`src/rtl/load_store_unit_if.sv`:
```
// Request/response and byte-memory bus between a requester and the load/store unit.
// The master side drives requests and returns the memory read byte.
interface load_store_unit_if;
    localparam int unsigned AW = 32;
    localparam int unsigned DW = 32;
    localparam int unsigned BW = 8;

    logic          req;
    logic          we;
    logic [1:0]    size;
    logic          sign_ext;
    logic [AW-1:0] addr;
    logic [DW-1:0] wdata;
    logic          busy;
    logic          done;
    logic          misalign;
    logic [DW-1:0] rdata;
    logic [AW-1:0] mem_addr;
    logic [BW-1:0] mem_wdata;
    logic          mem_we;
    logic          mem_re;
    logic [BW-1:0] mem_rdata;

    modport master (
        output req, we, size, sign_ext, addr, wdata, mem_rdata,
        input  busy, done, misalign, rdata, mem_addr, mem_wdata, mem_we, mem_re
    );

    modport slave (
        input  req, we, size, sign_ext, addr, wdata, mem_rdata,
        output busy, done, misalign, rdata, mem_addr, mem_wdata, mem_we, mem_re
    );
endinterface

```
`src/rtl/load_store_unit.sv`:
```
// Serialises byte/half/word loads and stores onto a byte-wide memory, big-endian,
// one byte per cycle, with optional misalignment faulting.
module load_store_unit #(
    parameter int unsigned ALIGN_CHECK = 1
) (
    input  logic             clk,
    input  logic             reset,
    load_store_unit_if.slave bus
);
    localparam int unsigned AW = 32;
    localparam int unsigned DW = 32;
    localparam int unsigned BW = 8;
    localparam int unsigned IW = 2;

    typedef enum logic [1:0] {IDLE, XFER, FAULT, DONE} state_t;

    state_t        state, state_n;
    logic [IW-1:0] idx, idx_n, last, last_n;
    logic [AW-1:0] addr_l, addr_n;
    logic [DW-1:0] wdata_l, wdata_n;
    logic [1:0]    size_l, size_n;
    logic          we_l, we_n, sext_l, sext_n;
    logic [DW-1:0] acc, acc_n, rdata_n;
    logic          busy_n, done_n, misalign_n, mem_we_n, mem_re_n;
    logic [AW-1:0] mem_addr_n;
    logic [BW-1:0] mem_wdata_n;
    logic          req_half, req_word, misaligned;
    logic [DW-1:0] loaded;

    // Request decode and the shifted-in load value for this cycle
    always_comb begin
        req_word   = bus.size[1];
        req_half   = (bus.size == 2'b01);
        misaligned = (req_half && bus.addr[0]) || (req_word && (bus.addr[1:0] != 2'b00));
        loaded     = {acc[DW-BW-1:0], bus.mem_rdata};
    end

    // Next state, datapath and next-cycle outputs; outputs are registered from these
    always_comb begin
        state_n     = state;
        idx_n       = idx;
        last_n      = last;
        addr_n      = addr_l;
        size_n      = size_l;
        we_n        = we_l;
        sext_n      = sext_l;
        wdata_n     = wdata_l;
        acc_n       = acc;
        rdata_n     = bus.rdata;
        busy_n      = 1'b0;
        done_n      = 1'b0;
        misalign_n  = 1'b0;
        mem_addr_n  = '0;
        mem_wdata_n = '0;
        mem_we_n    = 1'b0;
        mem_re_n    = 1'b0;

        case (state)
            IDLE: begin
                if (bus.req) begin
                    addr_n  = bus.addr;
                    size_n  = bus.size;
                    we_n    = bus.we;
                    sext_n  = bus.sign_ext;
                    wdata_n = bus.wdata;
                    idx_n   = '0;
                    acc_n   = '0;
                    last_n  = req_word ? IW'(3) : (req_half ? IW'(1) : IW'(0));
                    state_n = ((ALIGN_CHECK != 0) && misaligned) ? FAULT : XFER;
                end
            end
            XFER: begin
                if (!we_l) acc_n = loaded;
                if (idx == last) begin
                    state_n = DONE;
                    // Extension uses the just-completed accumulator value
                    if (!we_l) begin
                        if (size_l[1])
                            rdata_n = loaded;
                        else if (size_l == 2'b01)
                            rdata_n = {{(DW-16){sext_l & loaded[15]}}, loaded[15:0]};
                        else
                            rdata_n = {{(DW-8){sext_l & loaded[7]}}, loaded[7:0]};
                    end
                end else begin
                    idx_n = idx + IW'(1);
                end
            end
            FAULT:   state_n = IDLE;
            DONE:    state_n = IDLE;
            default: state_n = IDLE;
        endcase

        busy_n     = (state_n != IDLE);
        done_n     = (state_n == DONE) || (state_n == FAULT);
        misalign_n = (state_n == FAULT);

        if (state_n == XFER) begin
            mem_addr_n = addr_n + AW'(idx_n);
            mem_we_n   = we_n;
            mem_re_n   = !we_n;
            if (we_n) begin
                if (size_n[1]) begin
                    case (idx_n)
                        2'd0:    mem_wdata_n = wdata_n[31:24];
                        2'd1:    mem_wdata_n = wdata_n[23:16];
                        2'd2:    mem_wdata_n = wdata_n[15:8];
                        default: mem_wdata_n = wdata_n[7:0];
                    endcase
                end else if (size_n == 2'b01) begin
                    mem_wdata_n = (idx_n == IW'(0)) ? wdata_n[15:8] : wdata_n[7:0];
                end else begin
                    mem_wdata_n = wdata_n[7:0];
                end
            end
        end
    end

    always_ff @(posedge clk or posedge reset) begin
        if (reset) begin
            state         <= IDLE;
            idx           <= '0;
            last          <= '0;
            addr_l        <= '0;
            size_l        <= '0;
            we_l          <= 1'b0;
            sext_l        <= 1'b0;
            wdata_l       <= '0;
            acc           <= '0;
            bus.rdata     <= '0;
            bus.busy      <= 1'b0;
            bus.done      <= 1'b0;
            bus.misalign  <= 1'b0;
            bus.mem_addr  <= '0;
            bus.mem_wdata <= '0;
            bus.mem_we    <= 1'b0;
            bus.mem_re    <= 1'b0;
        end else begin
            state         <= state_n;
            idx           <= idx_n;
            last          <= last_n;
            addr_l        <= addr_n;
            size_l        <= size_n;
            we_l          <= we_n;
            sext_l        <= sext_n;
            wdata_l       <= wdata_n;
            acc           <= acc_n;
            bus.rdata     <= rdata_n;
            bus.busy      <= busy_n;
            bus.done      <= done_n;
            bus.misalign  <= misalign_n;
            bus.mem_addr  <= mem_addr_n;
            bus.mem_wdata <= mem_wdata_n;
            bus.mem_we    <= mem_we_n;
            bus.mem_re    <= mem_re_n;
        end
    end
endmodule

```
`src/flat_wrapper.sv`:
```
// flat-port wrapper written by rule: the top's interface ports become plain ports
module load_store_unit_flat 
#(
    parameter int unsigned ALIGN_CHECK = 1
)
  (clk, reset, bus_req, bus_we, bus_size, bus_sign_ext, bus_addr, bus_wdata, bus_mem_rdata, bus_busy, bus_done, bus_misalign, bus_rdata, bus_mem_addr, bus_mem_wdata, bus_mem_we, bus_mem_re);
  load_store_unit_if bus_i ();
  input  logic clk;
  input  logic reset;
  input wire logic [$bits(bus_i.req)-1:0] bus_req;
  input wire logic [$bits(bus_i.we)-1:0] bus_we;
  input wire logic [$bits(bus_i.size)-1:0] bus_size;
  input wire logic [$bits(bus_i.sign_ext)-1:0] bus_sign_ext;
  input wire logic [$bits(bus_i.addr)-1:0] bus_addr;
  input wire logic [$bits(bus_i.wdata)-1:0] bus_wdata;
  input wire logic [$bits(bus_i.mem_rdata)-1:0] bus_mem_rdata;
  output wire logic [$bits(bus_i.busy)-1:0] bus_busy;
  output wire logic [$bits(bus_i.done)-1:0] bus_done;
  output wire logic [$bits(bus_i.misalign)-1:0] bus_misalign;
  output wire logic [$bits(bus_i.rdata)-1:0] bus_rdata;
  output wire logic [$bits(bus_i.mem_addr)-1:0] bus_mem_addr;
  output wire logic [$bits(bus_i.mem_wdata)-1:0] bus_mem_wdata;
  output wire logic [$bits(bus_i.mem_we)-1:0] bus_mem_we;
  output wire logic [$bits(bus_i.mem_re)-1:0] bus_mem_re;
  assign bus_i.req = bus_req;
  assign bus_i.we = bus_we;
  assign bus_i.size = bus_size;
  assign bus_i.sign_ext = bus_sign_ext;
  assign bus_i.addr = bus_addr;
  assign bus_i.wdata = bus_wdata;
  assign bus_i.mem_rdata = bus_mem_rdata;
  assign bus_busy = bus_i.busy;
  assign bus_done = bus_i.done;
  assign bus_misalign = bus_i.misalign;
  assign bus_rdata = bus_i.rdata;
  assign bus_mem_addr = bus_i.mem_addr;
  assign bus_mem_wdata = bus_i.mem_wdata;
  assign bus_mem_we = bus_i.mem_we;
  assign bus_mem_re = bus_i.mem_re;
  load_store_unit #(.ALIGN_CHECK(ALIGN_CHECK)) u_core (.clk(clk), .reset(reset), .bus(bus_i));
endmodule
```
`config.mk`:
```
export PLATFORM = sky130hd
export DESIGN_NAME = load_store_unit_flat
export DESIGN_NICKNAME = d
export VERILOG_FILES = /design/src/rtl/load_store_unit_if.sv /design/src/rtl/load_store_unit.sv /design/src/flat_wrapper.sv
export SDC_FILE = /design/constraint.sdc
export NUM_CORES = 1
export LEC_CHECK = 0
export BUFFER_PORTS_ARGS = -buffer_cell sky130_fd_sc_hd__clkbuf_2
export CORE_UTILIZATION = 50
export DETAILED_ROUTE_END_ITERATION = 12
export PLACE_DENSITY = 0.8
export SKIP_CTS_REPAIR_TIMING = 1
export SYNTH_ARGS = -nofsm -noshare
export SYNTH_HDL_FRONTEND = slang
export SYNTH_SLANG_ARGS = --single-unit
```
`constraint.sdc`:
```
create_clock -name clk -period 7.45 [get_ports clk]
set_input_delay 1.49 -clock clk [delete_from_list [all_inputs] [get_ports clk]]
set_output_delay 1.49 -clock clk [all_outputs]
set_load 0.02 [all_outputs]
```
==> flow_summary.yaml, run 1 <==
finish:
  drive_gt1_frac: 0.251
  num-fill-cells: 1203
  final_cell_mix: "175 x dfrtp_1, 155 x clkbuf_2, 151 x nand2_1, 63 x nor2_1, 51 x a21oi_1"
  area_growth_pct: 19.5
  fin_nets: 984
  final_common_cell: "dfrtp_1"
  insertedDiodeCount: 0
  final_util: 0.623
yosys:
  syn_area_um2: 7700
  avgSynthCellArea_um2: 10.1
  synth_flop_cell: "dfrtp_1"
  syn_nets: 842
  seq_area_frac_synth: 0.569
  synth-edff-count: 0
  yosysWarnings: 0
  postSynthCellCount: 760
  synth_cell_types: 64
  async_reset_ff_frac: 1.00
  synth-seq-cells: 175
sta:
  fin_ws_ns: 2.84
  fin_crit_sh: 0.618
  setup_viol: 0
  finalClockSkew_ns: 0.0113
  drv_slew: 0
  fin_tns_setup_ns: 0
  tightestPinTransition_ns: 1.01
  rsz0062_at_grt: "false"
  fmax_mhz: 217
  min_period_ns: 4.61
  hold_viol: 0
  slew_headroom: 0.323
flow_run:
  drv_cap: 0
worst_setup_path:
  startpoint_type: "primary input"
  cp.buffers_inverters: 3
  path_cells: "clkbuf_2 -> or3b_2 -> buf_4 -> nand2_1 -> nand2_1 -> ha_1 -> inv_1 -> fa_1 -> or4b_2 -> nand2_1 -> nand4bb_1 -> or2_2 -> a21oi_1"
  cp.required_ns: 7.79
  cp_top_family: "simple AND/OR/NAND/NOR gates"
  critical_path_arrival_ns: 4.94
  path_max_fanout: 68
  slowest_stage: "or4b_2"
  endpoint_kind: "flop"
  crit_path_max_incr_delay_ns: 0.74
  path_class: "primary input to flop"
  cp_common_cell: "nand2_1"
route:
  routed_via_density: 5.75
  drtIter0Drc: 684
  ant_nets: 0
  drt_pass1_iterations: 6
  num_vias: 6315
  wl_per_cell_um: 17.0
  route.detailed.drc: 0
  wirelength_mm: 18.7
clock_tree:
  htreeDepth: 4
  clk_latency_ns: 0.42
  cts-root-buf: "clkbuf_16"
  clk_transition_reported_paths_ns: 0.07
  cts_tree: "done"
  cts.sinks: 175
  cts_max_path_buffers: 2
  cts_buffers: 17
power:
  total_power_mw: 4.26
  total_leakage_power_nw: 4.56
  p_per_area_nw_per_um2: 463
  ir_drop_v: 0.000208
placed_design:
  place.gp.congestion: 0.930
  hpwlAfterDp_mm: 12.5
  io_buffers: 155
  post-place-ws_ns: 2.42
grt:
  grt_pass1_wl_mm: 30.7
  globalRouteTotalUtil: 0.247
  grt_overflow: 0
  antenna_found_initial: 0
  grt_max_degree: 113
  grt_pass1_vias: 6041
min_path:
  hp-class: "flop to flop"
die:
  io_pins: 156
  start_util: 0.522
  die_h_um: 126
  die_w_um: 126
  rows: 44
  core_um2: 14800
  fp.dieArea_um2: 15900
status:
  outcome: "complete, no violations"
## where the power goes
part           total, mW  switching [mW]  internal, mW
Clock              0.852           0.372         0.481
Sequential          1.64           0.270          1.37
Combinational       1.77            1.15         0.617
Total               4.26            1.79          2.46
## sequential cells by signal, indices dropped and copies added (netlist names), 2 cells and up
name / flops
u_core.idx: 2
u_core.size_l: 2
u_core.bus.mem_addr: 32
u_core.last: 2
u_core.bus.rdata: 32
u_core.acc: 24
u_core.addr_l: 32
u_core.state: 2
u_core.wdata_l: 32
u_core.bus.mem_wdata: 8
## synthesized netlist by cell type, drive strengths merged, types with 3 or more instances
master,count,share of area
mux2,17,0.025
o22ai,4,0.0033
clkbuf,32,0.016
a31oi,18,0.015
or4b,5,0.0070
inv,28,0.014
xor2,3,0.0034
or2,3,0.0024
nor2,63,0.031
buf,9,0.0063
nor3b,3,0.0036
dfrtp,175,0.57
nor3,12,0.0093
or3,3,0.0024
xnor2,20,0.023
a21oi,53,0.035
nand4,15,0.012
nand2,151,0.074
o221ai,5,0.0057
nand3,14,0.0091
and3,6,0.0049
o21ai,26,0.017
a311oi,6,0.0068
nand2b,5,0.0041
mux2i,24,0.031
nor4b,3,0.0054
a22o,24,0.027
## worst min-delay path: stages (launching register included)
cell	delay, ns
dfrtp_1	0.32
nand2_1	0.05
nand2_1	0.08
## cell type report
cell class | count | area [µm²] | share of cell area
sequential | 175 | 4380 | 0.476
multi-input combinational | 515 | 3060 | 0.333
timing repair buffer | 164 | 843 | 0.0917
clock buffer | 20 | 457 | 0.0497
tap | 184 | 230 | 0.0250
inverter | 29 | 114 | 0.0124
clock inverter | 12 | 111 | 0.0121
## metrics by stage
| stage | std cells | instance area [µm²] | hold slack [ns] |
|---|---|---|---|
| floorplan | 760 | 7700 | 0.441 |
| global placement | 1067 | 8630 | 0.456 |
| detailed placement | 1067 | 8630 | 0.463 |
| CTS | 1099 | 9200 | 0.480 |
| global route | 1099 | 9200 | 0.504 |
| finish | 1099 | 9200 | 0.482 |
## cell families after synthesis
logic type | count (synthesis) | share of synthesized area
multiplexers | 41 | 0.0561
XOR/XNOR | 23 | 0.0262
AO/OA/AOI/OAI | 153 | 0.130
flip-flops | 175 | 0.569
AND/OR/NAND/NOR | 295 | 0.177
buffers and inverters | 70 | 0.0361
adder cells (fa/ha/maj) | 3 | 0.00585
## worst paths after layout
kind	start	endpoint	slack [ns]	depth (start not counted)
setup / recovery	bus_req	u_core.bus.mem_addr[22]	2.84	13
hold / removal	u_core.wdata_l[26]	u_core.wdata_l[26]	0.48	2
setup reg to reg	u_core.state[0]	u_core.bus.mem_addr[22]	3.56	13
hold reg to reg	u_core.wdata_l[26]	u_core.wdata_l[26]	0.48	2
max in group asynchronous	reset	u_core.bus.mem_addr[27]	4.75	3
min in group asynchronous	reset	u_core.wdata_l[20]	1.30	2
## layer usage
metal | GRT usage | vias up | part of all wire
met5 | 0 | - | 0
met4 | 0.0780 | 0 | 0.019
met3 | 0.0540 | 30 | 0.069
met2 | 0.379 | 281 | 0.46
met1 | 0.353 | 3096 | 0.45
li1 | - | 2908 | -
Power figures use the tool's default switching activity.
==> run 2: changes to the inputs <==
==> constraint.sdc (replaced) <==
create_clock -name clk -period 4.7 [get_ports clk]
set_input_delay 0.94 -clock clk [delete_from_list [all_inputs] [get_ports clk]]
set_output_delay 0.94 -clock clk [all_outputs]
set_load 0.02 [all_outputs]
==> flow_summary.yaml, run 2 (synthesized netlist as in run 1, its figures left out) <==
sta:
  hold_viol: 0
  min_period_ns: 3.87
  setup_viol: 0
  fin_crit_sh: 0.824
  tightestPinTransition_ns: 1.04
  finalClockSkew_ns: 0.0106
  fin_tns_setup_ns: 0
  rsz0062_at_grt: "false"
  holdWs_ns: 0.484
  slew_headroom: 0.303
  fmax_mhz: 258
  drv_slew: 0
  fin_ws_ns: 0.828
die:
  io_pins: 156
  core_um2: 14800
  rows: 44
  die_w_um: 126
  die_h_um: 126
  fp.dieArea_um2: 15900
  start_util: 0.522
worst_setup_path:
  startpoint_type: "flop"
  setup.worst_path.start: "u_core.state[0]"
  path_cells: "and3b_1 -> a21boi_0 -> a21oi_1 -> buf_4 -> fa_1 -> or4b_2 -> a211o_1 -> or3_1 -> a21oi_1"
  cp_top_family: "simple AND/OR/NAND/NOR gates"
  reg2reg_slack_ns: 0.83
  endpoint_kind: "flop"
  path_max_fanout: 13
  slowest_stage: "or4b_2"
  rr_startpoint: "u_core.state[0]"
  critical_path_arrival_ns: 4.22
  crit_path_max_incr_delay_ns: 0.74
  cp.buffers_inverters: 1
  cp_common_cell: "a21oi_1"
  path_class: "flop to flop"
  cp.required_ns: 5.05
  r2r-end: "u_core.bus.mem_addr[16]"
  cp_num_cells: 9
  cp-endpoint: "u_core.bus.mem_addr[16]"
  r2r_cells: 9
clock_tree:
  cts.sinks: 175
  cts-root-buf: "clkbuf_16"
  cts_max_path_buffers: 2
  cts_tree: "done"
  cts_buffers: 17
  htreeDepth: 4
  clk_latency_ns: 0.43
  clk_transition_reported_paths_ns: 0.07
placed_design:
  hpwlAfterDp_mm: 12.7
  place.gp.congestion: 0.894
  post-place-ws_ns: 0.533
  place_area_um2: 8640
  io_buffers: 155
grt:
  grt_max_degree: 176
  grt_pass1_wl_mm: 31.0
  grt_pass1_vias: 5969
  antenna_found_initial: 0
  grt_overflow: 0
  globalRouteTotalUtil: 0.250
status:
  outcome: "complete, no violations"
route:
  drt_pass1_iterations: 5
  routed_via_density: 5.74
  drtIter0Drc: 734
  ant_nets: 0
  wl_per_cell_um: 17.4
  num_vias: 6312
  route.detailed.drc: 0
  wirelength_mm: 19.1
finish:
  seq_area_um2: 4380
  fin_area_um2: 9180
  area_growth_pct: 19.2
  num-fill-cells: 1185
  insertedDiodeCount: 0
  drive_gt1_frac: 0.252
  final_common_cell: "dfrtp_1"
  fin_nets: 984
  final_cell_mix: "175 x dfrtp_1, 155 x clkbuf_2, 151 x nand2_1, 63 x nor2_1, 51 x a21oi_1"
  multi_input_area_um2: 3070
min_path:
  hp-class: "flop to flop"
flow_run:
  drv_cap: 0
power:
  ir_drop_v: 0.000400
  total_leakage_power_nw: 4.54
  p_per_area_nw_per_um2: 730
  total_power_mw: 6.70
run 2: worst min path at each step:
stage	slack (ns)	endpoint	cells past startpoint	from
floorplan	0.44	u_core.wdata_l[6]	2	u_core.wdata_l[6]
global placement	0.46	u_core.wdata_l[6]	2	u_core.wdata_l[6]
detailed placement	0.46	u_core.wdata_l[6]	2	u_core.wdata_l[6]
CTS	0.48	u_core.wdata_l[6]	2	u_core.wdata_l[6]
global route	0.50	u_core.wdata_l[28]	2	u_core.wdata_l[28]
finish	0.48	u_core.wdata_l[29]	2	u_core.wdata_l[29]
run 2: worst min-delay path, cell delays in order (launching register included):
cell and delay, ns:
dfrtp_1 0.34, nand2_1 0.05, nand2_1 0.06
run 2: where the power goes:
group	total [mW]	switching [mW]	internal, mW
clock network	1.29	0.600	0.690
logic	2.81	1.83	0.978
registers	2.60	0.437	2.17
run 2: routing by layer:
metal,vias to the layer above,GRT usage,share of wire,wire [µm]
li1,2921,-,-,-
met1,3079,0.350,0.44,8420
met2,283,0.386,0.47,8960
met3,29,0.0590,0.075,1440
met4,0,0.0773,0.016,315
met5,-,0,0,0
run 2: through the flow:
stage,utilization,cells
floorplan,-,760
global placement,0.586,1067
detailed placement,0.586,1067
CTS,0.622,1099
global route,0.622,1099
finish,0.622,1099
run 2: layout make-up:
class / count / area share
flip-flops and latches: 175 / 0.477
multi-input cells: 515 / 0.334
repair buffers: 164 / 0.0933
clock buffers: 19 / 0.0483
well taps: 184 / 0.0251
inverters: 29 / 0.0123
clock inverters: 13 / 0.00982
==> run 3: changes to the inputs <==
--- a/config.mk
+++ b/config.mk
@@ -5,10 +5,11 @@
 export SDC_FILE = /design/constraint.sdc
 export NUM_CORES = 1
 export LEC_CHECK = 0
+export ABC_AREA = 1
 export BUFFER_PORTS_ARGS = -buffer_cell sky130_fd_sc_hd__clkbuf_2
 export CORE_UTILIZATION = 50
 export DETAILED_ROUTE_END_ITERATION = 12
-export PLACE_DENSITY = 0.8
+export PLACE_DENSITY = 0.79
 export SKIP_CTS_REPAIR_TIMING = 1
 export SYNTH_ARGS = -nofsm -noshare
 export SYNTH_HDL_FRONTEND = slang
==> constraint.sdc (replaced) <==
create_clock -name clk -period 3.9 [get_ports clk]
set_input_delay 0.78 -clock clk [delete_from_list [all_inputs] [get_ports clk]]
set_output_delay 0.78 -clock clk [all_outputs]
set_load 0.02 [all_outputs]
==> flow_summary.yaml, run 3 <==
worst_setup_path:
  path_max_fanout: 18
  path_class: "flop to flop"
  rr_startpoint: "u_core.state[1]"
  reg2reg_slack_ns: 0.98
  cp.required_ns: 4.23
  endpoint_kind: "flop"
  r2r_cells: 14
  r2r-end: "u_core.bus.mem_addr[18]"
  startpoint_type: "flop"
  critical_path_arrival_ns: 3.25
sta:
  fin_crit_sh: 0.748
  setup_viol: 0
  fin_tns_setup_ns: 0
  hold_viol: 0
  min_period_ns: 2.92
  drv_slew: 0
  finalClockSkew_ns: 0.00716
  fmax_mhz: 343
  rsz0062_at_grt: "false"
  slew_headroom: 0.583
  fin_ws_ns: 0.982
  tightestPinTransition_ns: 0.624
grt:
  grt_pass1_vias: 6371
  globalRouteTotalUtil: 0.259
  grt_overflow: 0
  antenna_found_initial: 0
  grt_pass1_wl_mm: 32.5
  grt_max_degree: 91
yosys:
  synth-edff-count: 0
  syn_area_um2: 8110
  avgSynthCellArea_um2: 8.26
  yosysWarnings: 0
  synth.area.top_cells: "dfrtp_1 54%, nand2_1 13%, inv_1 4.5%, nor2_1 4.4%, nand3_1 3.3%"
  postSynthCellCount: 982
  seq_area_frac_synth: 0.540
  yosysTopAreaCell: "dfrtp_1"
  synth-seq-cells: 175
  yosysMostFrequentCell: "nand2_1"
  synth_flop_cell: "dfrtp_1"
  syn_nets: 1064
  synth_cell_types: 40
  synth_top_area_frac: 0.540
  async_reset_ff_frac: 1.00
  synth_commonest_cells: "281 x nand2_1, 175 x dfrtp_1, 98 x inv_1, 96 x nor2_1, 53 x nand3_1"
clock_tree:
  cts_max_path_buffers: 2
  cts-root-buf: "clkbuf_16"
  cts.sinks: 175
  htreeDepth: 4
  cts_buffers: 17
  clk_transition_reported_paths_ns: 0.07
  clk_latency_ns: 0.44
  cts_tree: "done"
placed_design:
  post-place-ws_ns: 0.705
  io_buffers: 155
  place.gp.congestion: 0.938
  dp.cells: 1328
  hpwlAfterDp_mm: 14.6
power:
  p_per_area_nw_per_um2: 916
  ir_drop_v: 0.000440
  total_leakage_power_nw: 4.96
  total_power_mw: 8.83
finish:
  insertedDiodeCount: 0
  final_cell_mix: "281 x nand2_1, 175 x dfrtp_1, 155 x clkbuf_2, 97 x inv_1, 96 x nor2_1"
  stdcell_count: 1360
  area_growth_pct: 18.9
  final_common_cell: "nand2_1"
  fin_nets: 1213
  drive_gt1_frac: 0.251
  final_util: 0.607
  num-fill-cells: 1422
min_path:
  hp-class: "primary input to asynchronous set/reset pin"
route:
  routed_via_density: 5.03
  wl_per_cell_um: 15.0
  num_vias: 6839
  ant_nets: 0
  route.detailed.drc: 0
  drt_pass1_iterations: 5
  wirelength_mm: 20.3
  drtIter0Drc: 579
die:
  die_h_um: 129
  rows: 46
  io_pins: 156
  core_um2: 15900
  start_util: 0.511
  die_w_um: 129
  fp.dieArea_um2: 16700
flow_run:
  drv_cap: 0
status:
  outcome: "complete, no violations"
run 3: routing by layer:
metal,vias to the layer above,track usage,wire length [µm]
li1,3383,-,-
met1,3193,0.342,8860
met2,232,0.426,9990
met3,31,0.0429,1040
met4,0,0.104,449
met5,-,0,0
run 3: through the flow:
step | hold slack, ns | cell area (µm²)
6_report | 0.478 | 9640
5_1_grt | 0.509 | 9640
4_1_cts | 0.484 | 9640
3_5_place_dp | 0.468 | 9060
3_3_place_gp | 0.462 | 9060
2_1_floorplan | 0.445 | 8120
run 3: power by group:
group / internal [mW] / switching (mW) / leakage [nW] / total, mW
combinational: 1.27 / 2.92 / 2.53 / 4.19
sequential: 2.62 / 0.360 / 2.16 / 2.98
clock: 0.899 / 0.761 / 0.279 / 1.66
run 3: worst max-delay path by stage:
stage                                from                 endpoint  slack, ns  cells past startpoint
after floorplan                   bus_req  u_core.bus.mem_addr[18]       0.72                     19
after global placement            bus_req  u_core.bus.mem_addr[18]       0.80                     16
after detailed placement          bus_req  u_core.bus.mem_addr[18]       0.71                     15
after CTS                 u_core.state[1]  u_core.bus.mem_addr[18]       0.99                     14
after global routing      u_core.state[1]  u_core.bus.mem_addr[20]       0.64                     13
final                     u_core.state[1]  u_core.bus.mem_addr[18]       0.98                     14
run 3: cell type report:
class                      count  area [µm²]  share of cell area
timing repair buffer         164         881              0.0914
inverter                     121         459              0.0476
tap                          216         270              0.0280
clock buffer                  17         425              0.0441
sequential                   175        4380               0.454
clock inverter                15         151              0.0157
multi-input combinational    652        3080               0.319
run 3: critical path: stages, from the launching register on:
cell     delay, ns
dfrtp_1       0.43
nor2_1        0.34
nand3_1       0.18
nand2_1       0.13
nand2_2       0.25
fa_1          0.51
inv_1         0.08
nand2_1       0.08
nor2_2        0.14
nand2_1       0.13
nor2_2        0.22
and2_1        0.18
nand2_1       0.05
nand2_1       0.05
nor2_1        0.04
run 3: logic make-up after synthesis:
family	share of synthesized area
xor+xnor	0.00324
compound gates	0.0916
simple gates	0.278
buf+inv	0.0816
fa+ha+maj	0.00555
flops	0.540
